$ cat src/rtl/lime_test_sequencer.sv
// Vector-driven test harness for TheLime-class cores: applies stored input/expected pairs,
// pulses the core reset per vector and scores match/timeout. Macro LIME_SEQ_CYCLE_LOG_EN adds a cycles-to-match log.
//
// state | meaning
// IDLE  | waiting for start, core held in reset
// APPLY | vector input driven, core reset held RST_CYCLES cycles
// WAIT  | core running, output compared against expected until match or timeout
// NEXT  | one-cycle gap with core in reset, advance index or finish
// DONE  | results held until the next start
module lime_test_sequencer #(
  parameter int WIDTH          = 16,
  parameter int NUM_VECTORS    = 4,
  parameter int TIMEOUT_CYCLES = 1000,
  parameter int RST_CYCLES     = 2,
  localparam int AW = (NUM_VECTORS > 1) ? $clog2(NUM_VECTORS) : 1,
  localparam int CW = $clog2(NUM_VECTORS + 1),
  localparam int LW = $clog2(TIMEOUT_CYCLES + 1)
) (
  input  logic                   clk_i,
  input  logic                   reset_i,
  input  logic                   vec_we_i,
  input  logic [AW-1:0]          vec_addr_i,
  input  logic [WIDTH-1:0]       vec_in_i,
  input  logic [WIDTH-1:0]       vec_exp_i,
  input  logic                   start_i,
  input  logic [WIDTH-1:0]       dut_output_i,
  output logic [WIDTH-1:0]       dut_input_o,
  output logic                   dut_rst_o,
  output logic                   busy_o,
  output logic                   done_o,
  output logic                   all_pass_o,
  output logic [CW-1:0]          pass_count_o,
  output logic [CW-1:0]          fail_count_o,
  output logic [NUM_VECTORS-1:0] fail_mask_o,
  input  logic [AW-1:0]          log_addr_i,
  output logic [LW-1:0]          cycle_log_o
);

  localparam int RW = (RST_CYCLES > 1) ? $clog2(RST_CYCLES) : 1;
  localparam logic [AW-1:0] LAST_IDX = AW'(NUM_VECTORS - 1);

  typedef enum logic [2:0] {
    S_IDLE,
    S_APPLY,
    S_WAIT,
    S_NEXT,
    S_DONE
  } state_t;

  state_t                 state_q;
  logic [AW-1:0]          idx_q;
  logic [RW-1:0]          rst_cnt_q;
  logic [LW-1:0]          wait_cnt_q;
  logic [WIDTH-1:0]       dut_input_q;
  logic                   dut_rst_q;
  logic                   busy_q;
  logic                   done_q;
  logic                   all_pass_q;
  logic [CW-1:0]          pass_count_q;
  logic [CW-1:0]          fail_count_q;
  logic [NUM_VECTORS-1:0] fail_mask_q;

  logic [WIDTH-1:0] vec_in_q  [NUM_VECTORS];
  logic [WIDTH-1:0] vec_exp_q [NUM_VECTORS];

  logic vec_addr_ok;
  logic match;

  assign vec_addr_ok = (32'(vec_addr_i) < NUM_VECTORS);
  assign match       = (dut_output_i == vec_exp_q[idx_q]);

  // Table survives reset so a run can be repeated after an abort without reloading.
  always_ff @(posedge clk_i) begin
    if (vec_we_i && !busy_q && vec_addr_ok) begin
      vec_in_q[vec_addr_i]  <= vec_in_i;
      vec_exp_q[vec_addr_i] <= vec_exp_i;
    end
  end

`ifdef LIME_SEQ_CYCLE_LOG_EN
  logic [LW-1:0] log_q [NUM_VECTORS];
  assign cycle_log_o = (32'(log_addr_i) < NUM_VECTORS) ? log_q[log_addr_i] : '0;
`else
  logic unused_log_addr;
  assign unused_log_addr = ^log_addr_i;
  assign cycle_log_o     = '0;
`endif

  always_ff @(posedge clk_i) begin
    if (reset_i) begin
      state_q      <= S_IDLE;
      idx_q        <= '0;
      rst_cnt_q    <= '0;
      wait_cnt_q   <= '0;
      dut_input_q  <= '0;
      dut_rst_q    <= 1'b1;
      busy_q       <= 1'b0;
      done_q       <= 1'b0;
      all_pass_q   <= 1'b0;
      pass_count_q <= '0;
      fail_count_q <= '0;
      fail_mask_q  <= '0;
`ifdef LIME_SEQ_CYCLE_LOG_EN
      for (int i = 0; i < NUM_VECTORS; i++) log_q[i] <= '0;
`endif
    end else begin
      unique case (state_q)
        S_IDLE, S_DONE: begin
          if (start_i) begin
            pass_count_q <= '0;
            fail_count_q <= '0;
            fail_mask_q  <= '0;
            done_q       <= 1'b0;
            all_pass_q   <= 1'b0;
            busy_q       <= 1'b1;
            idx_q        <= '0;
            dut_input_q  <= vec_in_q[0];
            rst_cnt_q    <= RW'(RST_CYCLES - 1);
            state_q      <= S_APPLY;
`ifdef LIME_SEQ_CYCLE_LOG_EN
            for (int i = 0; i < NUM_VECTORS; i++) log_q[i] <= '0;
`endif
          end
        end
        S_APPLY: begin
          if (rst_cnt_q == '0) begin
            dut_rst_q  <= 1'b0;
            wait_cnt_q <= LW'(1);
            state_q    <= S_WAIT;
          end else begin
            rst_cnt_q <= rst_cnt_q - RW'(1);
          end
        end
        S_WAIT: begin
          // A match on the final allowed cycle still counts as a pass.
          if (match) begin
            pass_count_q <= pass_count_q + CW'(1);
            dut_rst_q    <= 1'b1;
            state_q      <= S_NEXT;
`ifdef LIME_SEQ_CYCLE_LOG_EN
            log_q[idx_q] <= wait_cnt_q;
`endif
          end else if (wait_cnt_q == LW'(TIMEOUT_CYCLES)) begin
            fail_count_q       <= fail_count_q + CW'(1);
            fail_mask_q[idx_q] <= 1'b1;
            dut_rst_q          <= 1'b1;
            state_q            <= S_NEXT;
`ifdef LIME_SEQ_CYCLE_LOG_EN
            log_q[idx_q] <= '0;
`endif
          end else begin
            wait_cnt_q <= wait_cnt_q + LW'(1);
          end
        end
        S_NEXT: begin
          if (idx_q == LAST_IDX) begin
            busy_q     <= 1'b0;
            done_q     <= 1'b1;
            all_pass_q <= (fail_count_q == '0);
            state_q    <= S_DONE;
          end else begin
            idx_q       <= idx_q + AW'(1);
            dut_input_q <= vec_in_q[idx_q + AW'(1)];
            rst_cnt_q   <= RW'(RST_CYCLES - 1);
            state_q     <= S_APPLY;
          end
        end
        default: state_q <= S_IDLE;
      endcase
    end
  end

  assign dut_input_o  = dut_input_q;
  assign dut_rst_o    = dut_rst_q;
  assign busy_o       = busy_q;
  assign done_o       = done_q;
  assign all_pass_o   = all_pass_q;
  assign pass_count_o = pass_count_q;
  assign fail_count_o = fail_count_q;
  assign fail_mask_o  = fail_mask_q;

endmodule
$ cat config.mk
export PLATFORM = sky130hd
export DESIGN_NAME = lime_test_sequencer
export DESIGN_NICKNAME = d
export VERILOG_FILES = /design/src/rtl/lime_test_sequencer.sv
export SDC_FILE = /design/constraint.sdc
export NUM_CORES = 1
export LEC_CHECK = 0
export ABC_AREA = 1
export BUFFER_PORTS_ARGS = -buffer_cell sky130_fd_sc_hd__buf_2
export CORE_MARGIN = 4
export CORE_UTILIZATION = 52
export DETAILED_ROUTE_END_ITERATION = 8
export PLACE_DENSITY = 0.84
export SYNTH_ARGS = -nofsm -noshare
export SYNTH_HDL_FRONTEND = slang
export SYNTH_SLANG_ARGS = --single-unit
$ cat constraint.sdc
create_clock -name clk_i -period 5.6 [get_ports clk_i]
set_input_delay 1.12 -clock clk_i [delete_from_list [all_inputs] [get_ports clk_i]]
set_output_delay 1.12 -clock clk_i [all_outputs]
set_load 0.02 [all_outputs]
Yosys cells after proc, flatten, opt, wreduce, memory -nomap -nowiden --
Memories as Yosys holds them, arrays and structs flattened. A register that Yosys moved wholly into a read port is not among the register bits. Index checks and enable logic that the tools add are counted.
Word-level totals: logic and storage cells 103, output and inout port bits 40, input port bits 56, memories kept 2, register bits 46, RAM bits 128
Memories:
- vec_exp_q | depth 4, bits a word 16, read ports 1, clocked after memory_dff 1, wr ports 1, RTL line 64 | logic [WIDTH-1:0] vec_exp_q [NUM_VECTORS];
- vec_in_q | depth 4, bits a word 16, read ports 2, clocked after memory_dff 0, wr ports 1, RTL line 63 | logic [WIDTH-1:0] vec_in_q [NUM_VECTORS];
Cells by class: $lt $le $gt $ge 2, mux-type cells 47, bitwise operators 1, equal/unequal tests 16, reductions and logical operators 18, $add $sub $neg 5
Operators by type and width (number):
- $mux 16 | 2
- $pmux 16 s2 | 1
- $mux 10 | 3
- $mux 3 | 9
- $pmux 10 s2 | 1
- $reduce_and 3->1 | 6
- $eq 16x16->1 | 1
- $ne 2x2->1 const B | 8
- $mux 1 | 13
- $mux 4 | 3
- $pmux 3 s2 | 2
- $pmux 3 s4 | 1
- $add 10x1->10 const B | 1
- $eq 10x10->1 const B | 1
- $mux 2 | 4
- $pmux 1 s2 | 4
- $pmux 4 s2 | 1
- $reduce_and 4->1 | 2
- $add 3x1->3 const B | 2
- $eq 3x2->1 const B | 2
- $logic_not 3->1 | 2
- $reduce_bool 2->1 | 3
- $or 4x4->4 | 1
- $pmux 2 s2 | 1
- other kinds (14) | 15

Depth between registers and ports, before layout --
depth in word-level cells 8, mapped depth 17, mapped depth without buffers 15

Worst setup path before layout --
OpenSTA, ideal clock, no wires.
path kind input -> register, start point input vec_we_i, end point memory vec_exp_q[0][0], enable pin, arrival 3.412 ns, library setup time 0.461 ns, path buffers 0, setup slack 1.727 ns, stages on the path 2, path through nand2_1 -> nor3_1
Between the ends: longest elaborated chain between the ends 3
RTL lines:
- start, declared | RTL line 21 | input logic vec_we_i,
- $logic_and 1x1->1 | RTL line 74 | if (vec_we_i && !busy_q && vec_addr_ok) begin
- $mux 1 | RTL line 74
- $mux 1 (implied by the code) | RTL line 76 | vec_exp_q[vec_addr_i] <= vec_exp_i;
- end, declared | RTL line 64
No other way between the ends.

Final worst setup path --
start point register idx_q[0], end point register dut_input_q[11], in the netlist dut_input_o[11]
Between the ends: longest elaborated chain between the ends 4, elaborated cells between the ends (all ways) 7
RTL lines:
- start, declared | RTL line 51 | logic [AW-1:0] idx_q;
- start signal, assigned | RTL line 162 | idx_q <= idx_q + AW'(1);
- $add 2x1->2 | RTL line 163 | dut_input_q <= vec_in_q[idx_q + AW'(1)];
- $mem_v2 4x16
- $mux 16 | RTL line 156 | if (idx_q == LAST_IDX) begin
- $pmux 16 s2 | RTL line 107 | unique case (state_q)
- end signal, assigned | RTL line 117 | dut_input_q <= vec_in_q[0];
- end signal, assigned | RTL line 163
- end, declared | RTL line 54 | logic [WIDTH-1:0] dut_input_q;
Parallel ways exist; a longest one is shown, timed or not. The select of a mux whose other input is x is not followed. A chain may end at the register's enable or synchronous reset.

==> impl_metrics.tcl <==
set metrics [dict create \
    cpPeakStageDelay_ps 740 \
    fp-row-count 43 \
    stdcell_count 978 \
    final.setup_skew_ps 8.33 \
    cts_setup_buffers 0 \
    grt_pass1_wl_um 24200 \
    r2r_end "dut_input_o[11]" \
    hold_start "fail_mask_o[1]" \
    htreeDepth 4 \
    antenna_left 0 \
    initial_core_util_pct 53.2 \
    diodes 0 \
    rsz0062_at_grt "false" \
    synth_cell_types 33 \
    min_path_type "reg -> reg" \
    dieArea_mm2 0.0162 \
    cp.arrival_ps 3170 \
    dpl_cell_area_mm2 0.00790 \
    tightest_slew_ps 947 \
    dp_slack_ps 2740 \
    drv_slew 0 \
    drive_gt1_share_pct 16.9 \
    yosys.area.top_type "edfxtp_1" \
    use_met3_pct 4.72 \
    reg2reg_slack_ps 2770 \
    gp_congestion 0.815 \
    setup_viol_count_final 0 \
    setup_slack_ps 2770 \
    initialDrtViolationCount 467 \
    ys_seq_area_share_pct 65.0 \
    cts.repair.resized 0 \
    grtUsageMet2_pct 32.5 \
    port-buffer-count 83 \
    clkSinkCount 176 \
    worstReg2RegStart "idx_q[0]" \
    setup.worst_path.start "idx_q[0]" \
    grt_max_degree 34 \
    drc 0 \
    antenna_found_initial 0 \
    max_freq_ghz 0.354 \
    utilization_pct 61.3 \
    endpoint_kind "register" \
    reg2reg_depth 9 \
    wl_per_cell_um 15.6 \
    grt_use_total_pct 19.1 \
    cp_max_fo 19 \
    clk_path_buf_depth 2 \
    coreArea_mm2 0.0139 \
    ctsRootBufferMaster "clkbuf_16" \
    hold_viol_final 0 \
    pwr_density_cell_mw_per_mm2 399 \
    yosys_warnings 0 \
    vdd_drop_max_uv 278 \
    die_h_um 127 \
    cts_buffers 17 \
    power.leakage_nw 3.38 \
    area_growth_pct 15.2 \
    status "completed" \
    maxCapViolCount 0 \
    synth_seq_cells 176 \
    num-nets-final 850 \
    die_w_um 127 \
    syn_area_mm2 0.00739 \
    min_path_cells 2 \
    clk_pin_slew_ps 70 \
    fillers 1082 \
    syn-instance-count 704 \
    top_level_ports 96 \
    vias_per_cell 5.37 \
    gr-usage-met1_pct 23.5 \
    slew_headroom_pct 36.8 \
    crit_slowest_cell "nand2_1" \
    min_period_ps 2830 \
    placed_cells 946 \
    tns_ps 0 \
    fin_area_mm2 0.00851 \
    vias 5253 \
    tritoncts "built" \
    start_kind "register" \
    required_ps 5940 \
    first_pass_iters 5 \
    grt_overflow 0 \
    grt_pass1_vias 4882 \
    grt-busiest-layer "met2" \
    routed_wl_um 15300 \
    clk_latency_ps 420 \
    worst-setup-path-type "reg -> reg" \
    hpwlAfterDp_um 9260 \
    cp_cell_sequence "clkinv_1 -> buf_4 -> ha_1 -> clkinv_1 -> nand2_1 -> nor2_1 -> a21oi_1 -> o22ai_1 -> a21oi_1" \
    ctsHoldBuffers 0 \
    avgSynthCellArea_um2 10.5 \
    worstHoldEndpoint "fail_mask_o[1]" \
    min_period_over_period_pct 50.5 \
    synth_top_area_share_pct 52.0 \
    synth.area.top_cells "edfxtp_1 (52%), dfxtp_1 (13%), nand2_1 (9.3%)" \
]
through the flow:
stage	hold WS (ps)	total power [W]
global route	480	0.00355
CTS	453	0.00341
global placement	438	0.00217
finish	450	0.00339
floorplan	439	0.00202
detailed placement	443	0.00219
critical path, delay by kind of cell, from the launching register on:
| family | cells | cell delay [ps] |
|---|---|---|
| flip-flops | 1 | 340 |
| AND/OR/NAND/NOR | 2 | 860 |
| AO/OA/AOI/OAI | 3 | 460 |
| adder cells (fa/ha/maj) | 1 | 330 |
| buffers and inverters | 3 | 750 |
sequential cells by signal, summed over array words and instances (netlist names), named ones only:
register / count
fail_count_o: 3
all_pass_o: 1
state_q: 3
dut_input_o: 16
done_o: 1
busy_o: 1
idx_q: 2
rst_cnt_q: 1
fail_mask_o: 4
vec_exp_q: 64
wait_cnt_q: 10
dut_rst_o: 1
vec_in_q: 64
pass_count_o: 3
synthesized netlist by cell type, drive strengths merged:
cell and instances:
nand3 45, clkbuf 14, xnor2 4, nand4 10, nand3b 15, xor2 3
nor3 8, inv 38, ha 9, nor3b 1, nor2 56, dfxtp 48
o22ai 16, o21ai 23, buf 23, edfxtp 128, nor4 1, o2111ai 1
conb 1, a21oi 74, clkinv 2, nand2 184
cell type report:
class | instances | area (µm²) | share of cell area [%]
clock buffer | 20 | 447 | 5.25
multi-input combinational | 460 | 2240 | 26.3
inverter | 40 | 158 | 1.85
tap | 180 | 225 | 2.65
timing repair buffer | 90 | 468 | 5.50
sequential | 176 | 4800 | 56.4
clock inverter | 12 | 169 | 1.98
power breakdown:
group / internal (W) / leakage [nW] / switching [W]
clock network: 0.000727 / 0.300 / 0.000497
logic: 0.000176 / 1.52 / 0.000438
registers: 0.00150 / 1.56 / 0.0000528
total: 0.00241 / 3.38 / 0.000988
cells in the final DEF (no fill, tap or decap), drive strengths merged:
| cell type | n |
|---|---|
| bufinv | 3 |
| o22ai | 16 |
| o2111ai | 1 |
| buf | 90 |
| conb | 10 |
| clkinv | 3 |
| ha | 9 |
| nand2 | 184 |
| nor3b | 1 |
| nor4 | 1 |
| xor2 | 3 |
| nand3 | 45 |
| nand3b | 15 |
| o21ai | 23 |
| nand4 | 10 |
| edfxtp | 128 |
| xnor2 | 4 |
| nor3 | 8 |
| inv | 45 |
| dfxtp | 48 |
| a21oi | 74 |
| nor2 | 56 |
| clkbuf | 20 |
| clkinvlp | 1 |
worst max-delay path by stage:
| stage | endpoint | slack (ps) |
|---|---|---|
| final | dut_input_o[11] | 2770 |
| after floorplan | vec_exp_q[0][0] | 1730 |
| after global placement | dut_input_o[13] | 2830 |
| after global routing | dut_input_o[10] | 2590 |
| after CTS | dut_input_o[11] | 2740 |
| after detailed placement | dut_input_o[10] | 2740 |
cell families after synthesis:
| kind of cell | share of synthesized area [%] |
|---|---|
| other | 0.0507 |
| buffers and inverters | 5.38 |
| xor gates and xnor gates | 0.830 |
| adders and majority gates | 1.52 |
| and+or+nand+nor | 19.1 |
| DFF | 65.0 |
| AOI/OAI and AO/OA | 8.14 |
layer usage:
| metal | routed length [µm] | part of all wire, % | up-vias |
|---|---|---|---|
| met5 | 0 | 0 | - |
| met4 | 340 | 2.2 | 0 |
| met3 | 818 | 5.3 | 29 |
| met2 | 7790 | 51 | 159 |
| met1 | 6350 | 42 | 2486 |
| li1 | - | - | 2579 |
(Power assumes the default switching activity.)
